==> config.mk <==
export PLATFORM = sky130hd
export DESIGN_NAME = param_updown_counter_flat
export DESIGN_NICKNAME = d
export VERILOG_FILES = /design/src/rtl/param_updown_counter_pkg.sv /design/src/rtl/param_updown_counter_if.sv /design/src/rtl/param_updown_counter_next_logic.sv /design/src/rtl/param_updown_counter.sv /design/src/flat_wrapper.sv
export SDC_FILE = /design/constraint.sdc
export NUM_CORES = 1
export LEC_CHECK = 0
export CAP_MARGIN = 5
export CORE_AREA = 2 2 39 41
export DETAILED_ROUTE_END_ITERATION = 7
export DIE_AREA = 0 0 41 43
export HOLD_SLACK_MARGIN = 0.15
export PLACE_DENSITY = 0.54
export SLEW_MARGIN = 10
export SYNTH_ARGS = -nofsm -noshare
export SYNTH_HDL_FRONTEND = slang
export SYNTH_SLANG_ARGS = --single-unit
==> constraint.sdc <==
create_clock -name clk -period 1.8 [get_ports clk]
set_input_delay 0.36 -clock clk [delete_from_list [all_inputs] [get_ports clk]]
set_output_delay 0.36 -clock clk [all_outputs]
set_load 0.005 [all_outputs]
==> src/rtl/param_updown_counter_pkg.sv <==
// Shared direction constants and load-value clamp helper for param_updown_counter.
package counter_pkg;

  localparam logic DIR_UP   = 1'b1;
  localparam logic DIR_DOWN = 1'b0;

  // Values above the top of the count range are pinned to the top value.
  function automatic logic [32:0] clamp_to_max(input logic [32:0] value,
                                               input logic [32:0] max_val);
    return (value > max_val) ? max_val : value;
  endfunction

endpackage

==> src/rtl/param_updown_counter_if.sv <==
// Control and status bundle for param_updown_counter; master drives controls, slave is the counter.
interface param_updown_counter_if #(
  parameter int WIDTH = 3
);

  logic             en;
  logic             up_dn;
  logic             load;
  logic [WIDTH-1:0] load_val;
  logic [WIDTH-1:0] q;
  logic             tc;
  logic             wrap;

  modport master (
    output en, up_dn, load, load_val,
    input  q, tc, wrap
  );

  modport slave (
    input  en, up_dn, load, load_val,
    output q, tc, wrap
  );

endinterface

==> src/rtl/param_updown_counter_next_logic.sv <==
// Combinational next-count and terminal-count generator.
// PARAM_COUNTER_SATURATE_EN selects hold-at-boundary instead of wrap-around.
module counter_next_logic
  import counter_pkg::*;
#(
  parameter int              WIDTH   = 3,
  parameter longint unsigned MODULUS = 64'd1 << WIDTH
) (
  input  logic [WIDTH-1:0] q,
  input  logic             up_dn,
  input  logic             en,
  input  logic             load,
  input  logic [WIDTH-1:0] load_val,
  output logic [WIDTH-1:0] q_next,
  output logic             tc
);

  localparam logic [WIDTH:0]   MOD_EXT = (WIDTH+1)'(MODULUS);
  localparam logic [WIDTH-1:0] MAX_VAL = WIDTH'(MODULUS - 64'd1);

`ifdef PARAM_COUNTER_SATURATE_EN
  localparam logic [WIDTH-1:0] UP_WRAP_VAL = MAX_VAL;
  localparam logic [WIDTH-1:0] DN_WRAP_VAL = '0;
`else
  localparam logic [WIDTH-1:0] UP_WRAP_VAL = '0;
  localparam logic [WIDTH-1:0] DN_WRAP_VAL = MAX_VAL;
`endif

  logic [WIDTH:0] q_inc;
  logic           at_top;
  logic           at_bot;

  // The increment is one bit wider so the modulus compare works for MODULUS == 2**WIDTH.
  always_comb begin
    q_inc  = {1'b0, q} + (WIDTH+1)'(1);
    at_top = (q == MAX_VAL);
    at_bot = (q == '0);
    tc     = en & ~load & (((up_dn == DIR_UP) & at_top) | ((up_dn == DIR_DOWN) & at_bot));
    q_next = q;
    if (load) begin
      q_next = WIDTH'(clamp_to_max(33'(load_val), 33'(MAX_VAL)));
    end else if (en) begin
      if (up_dn == DIR_UP) begin
        q_next = (q_inc >= MOD_EXT) ? UP_WRAP_VAL : q_inc[WIDTH-1:0];
      end else begin
        q_next = at_bot ? DN_WRAP_VAL : q - WIDTH'(1);
      end
    end
  end

endmodule

==> src/rtl/param_updown_counter.sv <==
// Synchronous up/down modulo-N counter with load, enable, terminal count and wrap pulse.
// PARAM_COUNTER_SATURATE_EN makes the count hold at the boundary instead of wrapping.
module param_updown_counter #(
  parameter int              WIDTH     = 3,
  parameter longint unsigned MODULUS   = 64'd1 << WIDTH,
  parameter longint unsigned RESET_VAL = 64'd0
) (
  input  logic                  clk,
  input  logic                  reset_n,
  param_updown_counter_if.slave bus
);

  if (WIDTH < 1 || WIDTH > 32 || MODULUS < 64'd2 || MODULUS > (64'd1 << WIDTH) ||
      RESET_VAL >= MODULUS) begin : g_param_check
    $error("param_updown_counter: illegal WIDTH, MODULUS or RESET_VAL");
  end

  localparam logic [WIDTH-1:0] RESET_Q = WIDTH'(RESET_VAL);

  logic [WIDTH-1:0] q_q;
  logic [WIDTH-1:0] q_d;
  logic             wrap_q;
  logic             wrap_d;
  logic             tc;

  counter_next_logic #(
    .WIDTH   (WIDTH),
    .MODULUS (MODULUS)
  ) u_next (
    .q        (q_q),
    .up_dn    (bus.up_dn),
    .en       (bus.en),
    .load     (bus.load),
    .load_val (bus.load_val),
    .q_next   (q_d),
    .tc       (tc)
  );

  // tc is already masked by load and en, so it is exactly the wrap condition.
  always_comb begin
    wrap_d = tc;
  end

  always_ff @(posedge clk or negedge reset_n) begin
    if (!reset_n) begin
      q_q    <= RESET_Q;
      wrap_q <= 1'b0;
    end else begin
      q_q    <= q_d;
      wrap_q <= wrap_d;
    end
  end

  assign bus.q    = q_q;
  assign bus.tc   = tc;
  assign bus.wrap = wrap_q;

endmodule

==> src/flat_wrapper.sv <==
// flat-port wrapper written by rule: the top's interface ports become plain ports
module param_updown_counter_flat 
#(
  parameter int              WIDTH     = 3,
  parameter longint unsigned MODULUS   = 64'd1 << WIDTH,
  parameter longint unsigned RESET_VAL = 64'd0
)
  (clk, reset_n, bus_en, bus_up_dn, bus_load, bus_load_val, bus_q, bus_tc, bus_wrap);
  param_updown_counter_if #(.WIDTH(WIDTH)) bus_i ();
  input  logic clk;
  input  logic reset_n;
  input wire logic [$bits(bus_i.en)-1:0] bus_en;
  input wire logic [$bits(bus_i.up_dn)-1:0] bus_up_dn;
  input wire logic [$bits(bus_i.load)-1:0] bus_load;
  input wire logic [$bits(bus_i.load_val)-1:0] bus_load_val;
  output wire logic [$bits(bus_i.q)-1:0] bus_q;
  output wire logic [$bits(bus_i.tc)-1:0] bus_tc;
  output wire logic [$bits(bus_i.wrap)-1:0] bus_wrap;
  assign bus_i.en = bus_en;
  assign bus_i.up_dn = bus_up_dn;
  assign bus_i.load = bus_load;
  assign bus_i.load_val = bus_load_val;
  assign bus_q = bus_i.q;
  assign bus_tc = bus_i.tc;
  assign bus_wrap = bus_i.wrap;
  param_updown_counter #(.WIDTH(WIDTH), .MODULUS(MODULUS), .RESET_VAL(RESET_VAL)) u_core (.clk(clk), .reset_n(reset_n), .bus(bus_i));
endmodule
==> results <==
[cells by family (layout without fill, tap and decap cells)]
| family | count (synthesis) | after routing | share of synthesized area (%) |
|---|---|---|---|
| AO/OA/AOI/OAI | 9 | 9 | 21.8 |
| adder cells (fa/ha/maj) | 4 | 4 | 16.7 |
| buffers and inverters | 3 | 30 | 3.77 |
| flip-flops | 4 | 4 | 33.5 |
| AND/OR/NAND/NOR | 12 | 12 | 24.3 |
[metrics by stage]
stage               total power, mW  TNS (ns)
global route                  0.396   -0.0990
floorplan                     0.158         0
finish                        0.369   -0.0258
global placement              0.240    -0.382
detailed placement            0.239    -0.443
CTS                           0.370   -0.0457
[area by class of cell]
class / instances / area, µm²
well taps: 16 / 20.0
clock buffers: 3 / 22.5
flip-flops and latches: 4 / 100
inverters: 3 / 11.3
repair buffers: 24 / 205
multi-input cells: 25 / 209
fillers: 148 / 816
[flip-flops by register name, indices dropped and copies added, names as in the netlist]
register	flops
u_core.bus.q	3
u_core.bus.wrap	1
[power breakdown]
group          switching [mW]  internal, mW
clock                  0.0375        0.0746
sequential            0.00507        0.0992
combinational          0.0585        0.0936
total                   0.101         0.267
[worst max-delay path, delay by kind of cell, from the launching register on]
family                     cells  cell delay [ns]
and+or+nand+nor                1             0.38
buffers and inverters          2             0.20
DFF                            1             0.37
adders and majority gates      1             0.14
AOI/OAI and AO/OA              1             0.13
[how the worst max path moves through the flow]
stage / to / slack (ns) / cells after the start
floorplan: bus_tc / 0.25 / 4
global placement: bus_tc / -0.38 / 4
detailed placement: bus_tc / -0.44 / 4
CTS: bus_tc / -0.05 / 5
global route: bus_tc / -0.1 / 5
finish: bus_tc / -0.03 / 5
[metal layers]
layer	up-vias	global-route usage, %
li1	172	-
met1	146	14.0
met2	9	17.2
met3	2	3.14
met4	0	8.00
met5	-	0
[cells in the mapped netlist (all sizes together)]
cell type / n / area share (%)
nor3b: 2 / 5.0
a21oi: 4 / 6.7
or3b: 1 / 2.9
dfrtp: 4 / 33
nor3: 1 / 1.7
a21boi: 1 / 2.5
nand2: 2 / 2.5
o21a: 1 / 2.5
o31ai: 2 / 6.7
a32o: 1 / 3.3
inv: 3 / 3.8
nand2b: 1 / 2.1
nand3: 1 / 1.7
or3: 1 / 2.1
nor2: 1 / 1.3
ha: 4 / 17
and2b: 1 / 2.9
and3: 1 / 2.1
[timing repair]
action / in CTS / in global routing
resized for setup: 10 / 1
setup buffers: 2 / 1
hold buffers: 0 / 0
endpoints found under the setup margin: 1 / 1
pin swaps: 3 / 1
==> impl_metrics.toml <==
[outcome]
status = "finished, violations left"
violations = "setup timing"

[finish]
antennaDiodeCount = 0
final_cell_mix = "buf_4 (12), clkdlybuf4s50_1 (11), dfrtp_1 (4)"
fin_nets = 73
layout-drive-gt1-share_pct = 40.7
synthToLayoutAreaGrowth_pct = 90.0
final_common_cell = "buf_4"
post-route-util_pct = 41.0
final_cells = 75
finish.instance_area_um2 = 568

[setup_path]
worst-setup-path-type = "flip-flop to output port"
cp_slowest_stage_delay_ns = 0.38
crit_path_top_delay_cell = "or3b_4"
path_cells = "inv_2 > ha_4 > or3b_4 > a21oi_2 > buf_2"
cp.required_ns = 1.44
startpoint_type = "flip-flop"
timing.rr.start = "u_core.bus.q[0]$_DFFE_PN0P_"
arrival_ns = 1.47
r2r_slack_ns = 0.14
rr_endpoint = "u_core.bus.q[2]$_DFFE_PN0P_"
ff2ff_path_depth = 7
crit_path_end_kind = "output port"
cp_max_fo = 3
crit_start = "u_core.bus.q[1]$_DFFE_PN0P_"

[clock_network]
tritoncts = "built"
cts.path.max_buffers = 2
worstSkewPairLatency_ns = 0.24
cts_buffers = 3
cts_sinks = 4
cts_max_level = 1
clkTransAtPathRegs_ns = 0.04
root_buffer = "clkbuf_4"

[place]
dpl.hpwl_um = 631
dpl_worst_slack_ns = -0.443
port_buffers = 12
placed_cells = 69
gp_congestion = 0.731
postPlaceCellArea_um2 = 507

[drt]
route.met2.wl_um = 403
drtIter0Drc = 3
drc = 0
wirelength_um = 822
dr.max_layer_used = "met4"
vias_per_cell = 4.39
wl_per_cell_um = 11.0
dr.pass1.iters = 3
ant_nets = 0
drt-met1-wl_um = 359
vias = 329
wl_met3_um = 38

[logic_synthesis]
ys_seq_area_share_pct = 33.5
ys.warnings.count = 0
postSynthAreaPerCell_um2 = 9.34
ys_ff_latch = 4
synthCells = 32
synthDistinctLibCells = 19
syn_nets = 44
syn_area_um2 = 299

[power]
leakage_nw = 0.256
power.density_nw_per_um2 = 649
peakVddDrop_mv = 0.205

[timing]
hold_viol = 0
clock_skew_ns = 0.000748
period_share_pct = 101
tightest_slew_ns = 0.185
rsz0062_at_grt = "yes"
timing.final.max_slew_violations = 0
fmax_mhz = 548
setup_viol = 1
holdWs_ns = 0.322
slew-limit-headroom_pct = 87.5
worst_slack_ns = -0.0258
final.min_clock_period_ns = 1.83

[floorplanning]
rows = 14
die_h_um = 43
die_area_um2 = 1760
start_util_pct = 21.6
pin_count = 13
coreArea_um2 = 1380
die_w_um = 41

[grt]
grt_pass1_wl_um = 1290
antenna_found_initial = 0
grt_max_degree = 8
grt_usage_pct = 11.7
grt_overflow = 0
grt_pass1_vias = 325

[job]
cap_viol_max_count = 0

[min_path]
min_path_type = "input pin to async pin"
Note: power is estimated with default switching activity, not from simulation.
